`src/rtl/tx_flow_control_window.sv`:
```
// tx_flow_control_window
//   Transmit-side flow control gate for a CHDR link. Limits the number of
//   unacknowledged data packets in flight to a programmable window, consumes
//   the downstream consumer's ACK packets, and stamps each outgoing header
//   with a contiguous 12-bit sequence number (tracked as a 32-bit count).
//
// Ports
//   clk, reset_n (async, active low), clear (sync)
//   set_stb/set_addr/set_data : settings bus; window register at SR_FLOW_CTRL_WINDOW
//                               (bit31 enable, bits15:0 window)
//   i_t*                      : CHDR data in (i_tready is an output)
//   o_t*                      : CHDR data out, header seqnum rewritten (o_tready is an input)
//   fc_t*                     : flow control packets in; fc_tready=1 outside reset
//   in_flight                 : next_seq - last_ack - 1 (mod 2^32)
//   ack_err                   : one-cycle pulse when an ACK is rejected
module tx_flow_control_window #(
  parameter int unsigned SR_FLOW_CTRL_WINDOW = 0
) (
  input  logic        clk,
  input  logic        reset_n,
  input  logic        clear,
  input  logic        set_stb,
  input  logic [7:0]  set_addr,
  input  logic [31:0] set_data,
  input  logic [63:0] i_tdata,
  input  logic        i_tlast,
  input  logic        i_tvalid,
  output logic        i_tready,
  output logic [63:0] o_tdata,
  output logic        o_tlast,
  output logic        o_tvalid,
  input  logic        o_tready,
  input  logic [63:0] fc_tdata,
  input  logic        fc_tlast,
  input  logic        fc_tvalid,
  output logic        fc_tready,
  output logic [31:0] in_flight,
  output logic        ack_err
);

  localparam logic [7:0] SR_ADDR = SR_FLOW_CTRL_WINDOW[7:0];

  typedef enum logic {D_HDR, D_BODY} dstate_t;
  typedef enum logic [1:0] {F_HDR, F_TIME, F_PAYLOAD, F_DRAIN} fstate_t;

  dstate_t     r_dstate;
  fstate_t     r_fstate;
  logic        r_win_en;
  logic [15:0] r_win;
  logic [31:0] r_next_seq;
  logic [31:0] r_last_ack;
  logic        r_ack_err;

  logic [31:0] w_in_flight;
  logic        w_go;
  logic        w_hdr;
  logic        w_pass;
  logic        w_d_hs;
  logic        w_fc_hs;
  logic        w_ack_beat;
  logic [31:0] w_ack;
  logic [31:0] w_ack_d;
  logic        w_ack_ok;
  logic        w_ack_bad;
  logic        w_unused_bits;

  // last_ack starts at all-ones so the unsigned difference is 0 out of reset
  assign w_in_flight = r_next_seq - r_last_ack - 32'd1;
  assign w_go        = !r_win_en || (w_in_flight < {16'd0, r_win});
  assign w_hdr       = (r_dstate == D_HDR);
  // Gate applies only at packet start; body beats always flow.
  // Held closed during reset so nothing leaks out while state is cleared.
  assign w_pass      = reset_n && (!w_hdr || w_go);

  assign o_tvalid  = i_tvalid && w_pass;
  assign i_tready  = o_tready && w_pass;
  assign o_tlast   = i_tlast;
  assign o_tdata   = w_hdr ? {i_tdata[63:60], r_next_seq[11:0], i_tdata[47:0]} : i_tdata;
  assign fc_tready = reset_n;
  assign in_flight = w_in_flight;
  assign ack_err   = r_ack_err;

  assign w_d_hs  = i_tvalid && i_tready;
  assign w_fc_hs = fc_tvalid && fc_tready;

  // Only the tlast payload beat carries the ACK that counts
  assign w_ack_beat = w_fc_hs && (r_fstate == F_PAYLOAD) && fc_tlast;
  assign w_ack      = fc_tdata[31:0];
  assign w_ack_d    = w_ack - r_last_ack;
  // Judged against pre-update in_flight even if a header passes this cycle
  assign w_ack_ok   = w_ack_beat && (w_ack_d != 32'd0) && (w_ack_d <= w_in_flight);
  assign w_ack_bad  = w_ack_beat && (w_ack_d != 32'd0) && (w_ack_d >  w_in_flight);

  assign w_unused_bits = ^{fc_tdata[60:32], set_data[30:16]};

  // Window register
  always_ff @(posedge clk or negedge reset_n) begin
    if (!reset_n) begin
      r_win_en <= 1'b0;
      r_win    <= 16'd0;
    end else if (set_stb && (set_addr == SR_ADDR)) begin
      r_win_en <= set_data[31];
      r_win    <= set_data[15:0];
    end
  end

  // Data FSM and sequence counter
  always_ff @(posedge clk or negedge reset_n) begin
    if (!reset_n) begin
      r_dstate   <= D_HDR;
      r_next_seq <= 32'd0;
    end else if (clear) begin
      r_dstate   <= D_HDR;
      r_next_seq <= 32'd0;
    end else if (w_d_hs) begin
      if (r_dstate == D_HDR) begin
        r_next_seq <= r_next_seq + 32'd1;
        if (!i_tlast) r_dstate <= D_BODY;
      end else if (i_tlast) begin
        r_dstate <= D_HDR;
      end
    end
  end

  // Flow control FSM and ACK tracking
  always_ff @(posedge clk or negedge reset_n) begin
    if (!reset_n) begin
      r_fstate   <= F_HDR;
      r_last_ack <= 32'hFFFF_FFFF;
      r_ack_err  <= 1'b0;
    end else if (clear) begin
      r_fstate   <= F_HDR;
      r_last_ack <= 32'hFFFF_FFFF;
      r_ack_err  <= 1'b0;
    end else begin
      r_ack_err <= w_ack_bad;
      if (w_ack_ok) r_last_ack <= w_ack;
      if (w_fc_hs) begin
        case (r_fstate)
          F_HDR: begin
            // A one-beat packet carries no payload: nothing to do
            if (fc_tlast)                       r_fstate <= F_HDR;
            else if (fc_tdata[63:62] != 2'b01)  r_fstate <= F_DRAIN;
            else if (fc_tdata[61])              r_fstate <= F_TIME;
            else                                r_fstate <= F_PAYLOAD;
          end
          F_TIME:    r_fstate <= fc_tlast ? F_HDR : F_PAYLOAD;
          F_PAYLOAD: if (fc_tlast) r_fstate <= F_HDR;
          F_DRAIN:   if (fc_tlast) r_fstate <= F_HDR;
          default:   r_fstate <= F_HDR;
        endcase
      end
    end
  end

endmodule
```
`config.mk`:
```
export PLATFORM = sky130hd
export DESIGN_NAME = tx_flow_control_window
export DESIGN_NICKNAME = d
export VERILOG_FILES = /design/src/rtl/tx_flow_control_window.sv
export SDC_FILE = /design/constraint.sdc
export NUM_CORES = 1
export LEC_CHECK = 0
export BUFFER_PORTS_ARGS = -buffer_cell sky130_fd_sc_hd__buf_2
export CORE_ASPECT_RATIO = 1.75
export CORE_UTILIZATION = 35
export CTS_BUF_LIST = sky130_fd_sc_hd__clkbuf_4 sky130_fd_sc_hd__clkbuf_8
export CTS_CLUSTER_DIAMETER = 100
export DETAILED_ROUTE_END_ITERATION = 12
export GPL_ROUTABILITY_DRIVEN = 0
export GPL_TIMING_DRIVEN = 0
export SLEW_MARGIN = 20
export SYNTH_ARGS = -nofsm -noshare
export SYNTH_HDL_FRONTEND = slang
export SYNTH_SLANG_ARGS = --single-unit
```
`constraint.sdc`:
```
create_clock -name clk -period 4.7 [get_ports clk]
set_input_delay 0.47 -clock clk [delete_from_list [all_inputs] [get_ports clk]]
set_output_delay 0.47 -clock clk [all_outputs]
set_load 0.02 [all_outputs]
```
# --- Yosys cells after proc, flatten, opt, wreduce, memory -nomap -nowiden ---
# Cells that the tools add are included.
classes:
  n_reduce_logical: 23
  n_bitwise: 0
  add_sub_neg: 4
  muxes: 18
  eq_ne: 6
  div_mod_pow: 0
  mul: 0
  order_cmp: 3
  shift: 0
op_table:
  columns: ["cell", "count"]
  rows:
  - ["$mux 32", 5]
  - ["$sub 32x32->32", 2]
  - ["$mux 60", 1]
  - ["$add 32x1->32 const B", 1]
  - ["$gt 32x32->1", 1]
  - ["$le 32x32->1", 1]
  - ["$lt 32x16->1", 1]
  - ["$reduce_bool 32->1", 1]
  - ["$sub 32x1->32 const B", 1]
  - ["$mux 2", 7]
  - ["$logic_and 1x1->1", 11]
  - ["$logic_not 8->1", 1]
  - ["$pmux 2 s3", 1]
  - ["$reduce_bool 2->1", 3]
  - ["$eq 2x2->1 const B", 2]
  - ["$mux 1", 4]
  - ["$reduce_and 2->1", 2]
  - ["$ne 3x1->1 const B", 1]
  - ["$eq 2x1->1 const B", 1]
  - ["$logic_not 2->1", 1]
  - ["$logic_or 1x1->1", 2]
  - ["$ne 2x1->1 const B", 1]
  - ["$ne 2x2->1 const B", 1]
  - ["$reduce_or 2->1", 1]
  - ["$logic_not 1->1", 1]
totals:
  romBits: 0
  elab_cells: 61
  latchBits: 0
  out_inout_bits: 101
  mem_count: 0
  mem_bits_rw: 0
  in_bits: 177
  ff_bits: 85

# --- Logic depth before layout (Yosys ltp) ---
depth:
  ltp_word: 10
  mapped_depth: 24
  ltp_nobuf: 22

# --- Worst setup path after synthesis ---
# Ideal clock, no wire load.
synth_timing:
  path_kind: "register to register"
  startpoint: "reg r_last_ack[4]"
  endpoint: "reg r_last_ack[10]"
  path_slack_ps: -336
  stages_incl_launch_ff: 22
  arrival_ps: 4961
  n_path_buf: 1
  period_less_slack_ps: 5036
  required_time_ps: 4625
  setup_time_ps: 75
  cell_sequence: "dfstp_2 inv_1 ha_1 a21o_1 a31o_2 o2111ai_1 o211ai_1 a311oi_1 inv_1 ha_1 a21o_1 a21o_1 a21o_1 a21o_1 a21oi_1 nor2b_1 o21ai_0 a211oi_1 o21ai_0 nor4b_4 buf_6 mux2i_1"
synth_between:
  elab_chain_len: 5
  word_cells_on_any_way: 8
  classes_between: "add/sub: 3; order compare: 1; reduce/logical: 4"
synth_rtl:
  columns: ["element", "line_no", "source"]
  rows:
  - ["start, declared", "51", "logic [31:0] r_last_ack;"]
  - ["start signal, assigned", "137", "if (w_ack_ok) r_last_ack <= w_ack;"]
  - ["$sub 32x32->32", "68", "assign w_in_flight = r_next_seq - r_last_ack - 32'd1;"]
  - ["$sub 32x1->32", "68", null]
  - ["net in_flight[17]", "37", "output logic [31:0] in_flight,"]
  - ["$le 32x32->1", "91", "assign w_ack_ok = w_ack_beat && (w_ack_d != 32'd0) && (w_ack_d <= w_in_flight);"]
  - ["$logic_and 1x1->1", "91", null]
  - ["$reduce_bool 2->1 (no line)", null, null]
# The timed path passes the listed nets, and every way through them passes these cells.
# A chain may end at the register's enable or synchronous reset.

# --- Final worst setup path ---
layout_timing:
  startpoint: "reg r_last_ack[0]"
  endpoint: "out i_tready"
layout_between:
  elab_chain_len: 7
layout_rtl:
  columns: ["element", "line_no", "source"]
  rows:
  - ["$sub 32x32->32", "68", null]
  - ["$sub 32x1->32", "68", null]
  - ["$lt 32x16->1", "69", "assign w_go = !r_win_en || (w_in_flight < {16'd0, r_win});"]
  - ["$logic_or 1x1->1", "69", null]
  - ["$logic_or 1x1->1", "73", "assign w_pass = reset_n && (!w_hdr || w_go);"]
  - ["$logic_and 1x1->1", "73", null]
  - ["$logic_and 1x1->1", "76", "assign i_tready = o_tready && w_pass;"]
  - ["end, declared", "28", "output logic i_tready,"]
# No other way between the ends.

==> results_dict.tcl <==
set metrics [dict create \
    grt_max_degree 68 \
    grt_pass1_vias 9621 \
    rr_worst_depth 23 \
    synth_top_cell_area_share_pct 13.8 \
    crit_chain "inv_1 > ha_2 > inv_1 > fa_2 > nor2b_1 > o2111a_2 > or2_4 > a21o_1 > a21oi_2 > o221ai_2 > xor2_2 > ha_4 > nand4_1 > or3_4 > a211oi_4 > nor4_4 > nand4_2 > o31ai_4 > buf_6 > buf_8 > nor2_4 > nor2_2 > buf_6" \
    path_depth 23 \
    p_total_mw 1.73 \
    setup.worst_path.start_class "flip-flop" \
    drtPass1Iterations 5 \
    synth_xor_area_share_pct 5.75 \
    violations "negative setup slack" \
    grt_pass1_wl_um 50800 \
    timing.final.crit_period_ns 5.22 \
    fillers 2860 \
    place_hpwl_um 27300 \
    r2r-end "r_last_ack[6]" \
    critPathMaxFanout 7 \
    cts_sinks 85 \
    drt-initial-drc-count 456 \
    ys_seq_area_share_pct 21.9 \
    ios 278 \
    area_delta_synth_final_pct 24.8 \
    synthMuxAreaShare_pct 6.82 \
    synth_top_area_cell "ha_1" \
    gr-total-overflow 0 \
    diodes 0 \
    die_h_um 224 \
    status "finished, violations left" \
    drt-vias-per-instance 5.39 \
    crit_end "i_tready" \
    syn_area_um2 9900 \
    stdcell_area_um2 12400 \
    drive_gt1_share_pct 31.2 \
    drt_wl_total_um 33300 \
    synthCells 1251 \
    grt_usage_pct 23.3 \
    cp_slowest_cell "dfstp_2" \
    synth_fa_ha_area_share_pct 14.2 \
    critPathMaxStageDelay_ns 0.54 \
    p_per_area_nw_per_um2 140 \
    synth_edf_count 0 \
    antenna_found_initial 0 \
    dieArea_um2 29000 \
    placementRows 81 \
    dp_cells 1806 \
    core-area_um2 27900 \
    cp_data_arrival_time_ns 4.75 \
    setup_tns_ns -15.74 \
    critPathCaptureType "primary output" \
    synth_simple_gate_area_share_pct 22.2 \
    clock_latency_ns 0.43 \
    ant_nets 0 \
    fmax_mhz 191 \
    drc 0 \
    slew_headroom_pct 44.2 \
    cts_root_buf "clkbuf_8" \
    die_w_um 129 \
    synth_compound_area_share_pct 18.8 \
    utilization_pct 44.3 \
    final_nets 1765 \
    clockBufferDepth 2 \
    ys_seq_elements 85 \
    syn_nets 1539 \
    finalSetupViolations 44 \
    synthFlopType "dfrtp_1" \
    r2r_setup_slack_ns -0.51 \
    worstHoldPathType "in2reg" \
    skew_ns 0.0177 \
    numPortBuffers 181 \
    rsz0062_at_grt "true" \
    synth_top_family_by_area "simple AND/OR/NAND/NOR gates" \
    power_leakage_nw 6.05 \
    cts_tree "yes" \
    critPathBufInv 5 \
    syn_avg_cell_area_um2 7.91 \
    clk_pin_slew_ns 0.09 \
    ys_top_cells_by_area "ha_1, dfrtp_1, dfstp_2" \
    fin_crit_sh_pct 111 \
    numCtsBuffers 9 \
    post_drt_wl_per_cell_um 17.9 \
    fin_ws_ns -0.524 \
    h-tree-depth 3 \
    report.final.slew_viol_count 0 \
    reg2reg_from "r_last_ack[4]" \
    vdd_drop_max_v 0.000125 \
    path_class "reg2out" \
    synth_cell_types 78 \
    stdcell_count 1855 \
    yosysWarningCount 0 \
    drv_cap 0 \
    final_hold_viol_count 0 \
    startpoint "r_last_ack[0]" \
    cp.required_ns 4.23 \
    num_vias 9998 \
    ys_async_sr_fraction_pct 100 \
    cp_top_family "simple AND/OR/NAND/NOR gates" \
    placed_area_um2 11400 \
    initial_utilization_pct 35.5 \
    max_slew.worst_pin.slew_ns 0.836 \
]
[kinds of logic after synthesis]
kind of cell / count (synthesis)
AND/OR/NAND/NOR: 436
AO/OA/AOI/OAI: 285
multiplexers: 64
buffers and inverters: 205
XOR/XNOR: 65
adder cells (fa/ha/maj): 111
flip-flops: 85
[sequential cells by signal, indices dropped and copies added (netlist names)]
signal / flops
r_win: 16
r_win_en: 1
ack_err: 1
r_fstate: 2
r_last_ack: 32
r_next_seq: 32
r_dstate: 1
[cell usage in the layout, fill, tap and decap left out, types with 10 or more instances in the layout]
master	synthesis	final
nor2_1	154	146
nand4_1	32	32
buf_6	3	10
nand2b_1	12	12
a21o_1	37	37
xnor2_1	33	31
ha_1	109	99
a21oi_1	82	73
nand2_1	62	61
nor2b_1	23	23
and3_1	22	22
mux2_2	27	26
nand3_1	33	29
nor3_1	27	24
inv_1	105	100
or3_1	17	16
dfstp_2	32	32
a211oi_1	21	12
o21ai_1	10	20
xor2_1	32	28
o21ai_0	56	41
clkbuf_1	29	22
buf_2	7	182
dfrtp_1	53	52
buf_4	59	91
mux2i_1	36	36
[cell usage after synthesis (all sizes together) (6+ instances only)]
cell	number
nor2	154
ha	109
inv	106
a21oi	82
buf	70
o21ai	66
nand2	64
dfrtp	53
a21o	37
mux2i	36
nand3	33
nand4	33
xnor2	33
dfstp	32
xor2	32
clkbuf	29
mux2	28
nor3	27
nor2b	23
and3	22
a211oi	21
or3	18
nand2b	12
nor4	10
o21a	9
a31oi	8
and2	8
o211ai	8
or4	8
o31ai	7
and4	6
or2	6
[per-stage QoR]
step | hold slack [ns] | setup slack [ns]
after floorplan | 0.174 | 0.00236
after global placement | 0.490 | -1.64
after detailed placement | 0.362 | -1.71
after CTS | 0.212 | -0.604
after global routing | 0.229 | -0.756
final | 0.243 | -0.524
[where the power goes]
group / switching, mW / internal, mW / total (mW) / leakage (nW)
combinational: 0.261 / 0.206 / 0.467 / 4.89
sequential: 0.00683 / 0.743 / 0.750 / 1.07
clock: 0.325 / 0.193 / 0.518 / 0.0872
[worst min path at each step]
| stage | from | to | slack (ns) | cells past startpoint |
|---|---|---|---|---|
| floorplan | reset_n | ack_err | 0.17 | 0 |
| global placement | r_win[1] | r_win[1] | 0.49 | 1 |
| detailed placement | reset_n | r_win[9] | 0.36 | 1 |
| CTS | i_tlast | r_dstate | 0.21 | 2 |
| global route | i_tlast | r_dstate | 0.23 | 2 |
| finish | i_tlast | r_dstate | 0.24 | 2 |
[layout make-up]
class / instances / area (um^2) / share of cell area (%)
Timing Repair Buffer: 221 / 1310 / 10.6
Tap cell: 373 / 467 / 3.78
Sequential cell: 85 / 2170 / 17.5
Clock buffer: 9 / 124 / 1.00
Inverter: 106 / 400 / 3.24
Clock inverter: 7 / 51.3 / 0.415
Buffer: 93 / 638 / 5.16
Multi-Input combinational cell: 961 / 7210 / 58.3
[repair_timing]
item,4_1_cts,5_1_grt
pin swaps,42,7
endpoints found under the setup margin,68,68
gates cloned,1,0
setup buffers,30,13
endpoints found under the hold margin,5,0
hold buffers,1,0
gates resized for setup,91,18
[routing by layer]
metal	global-route usage (%)	routed length, um
met3	2.78	1340
met5	0	0
met1	22.8	12000
met2	44.7	17800
met4	15.6	2130
Power figures use the tool's default switching activity.
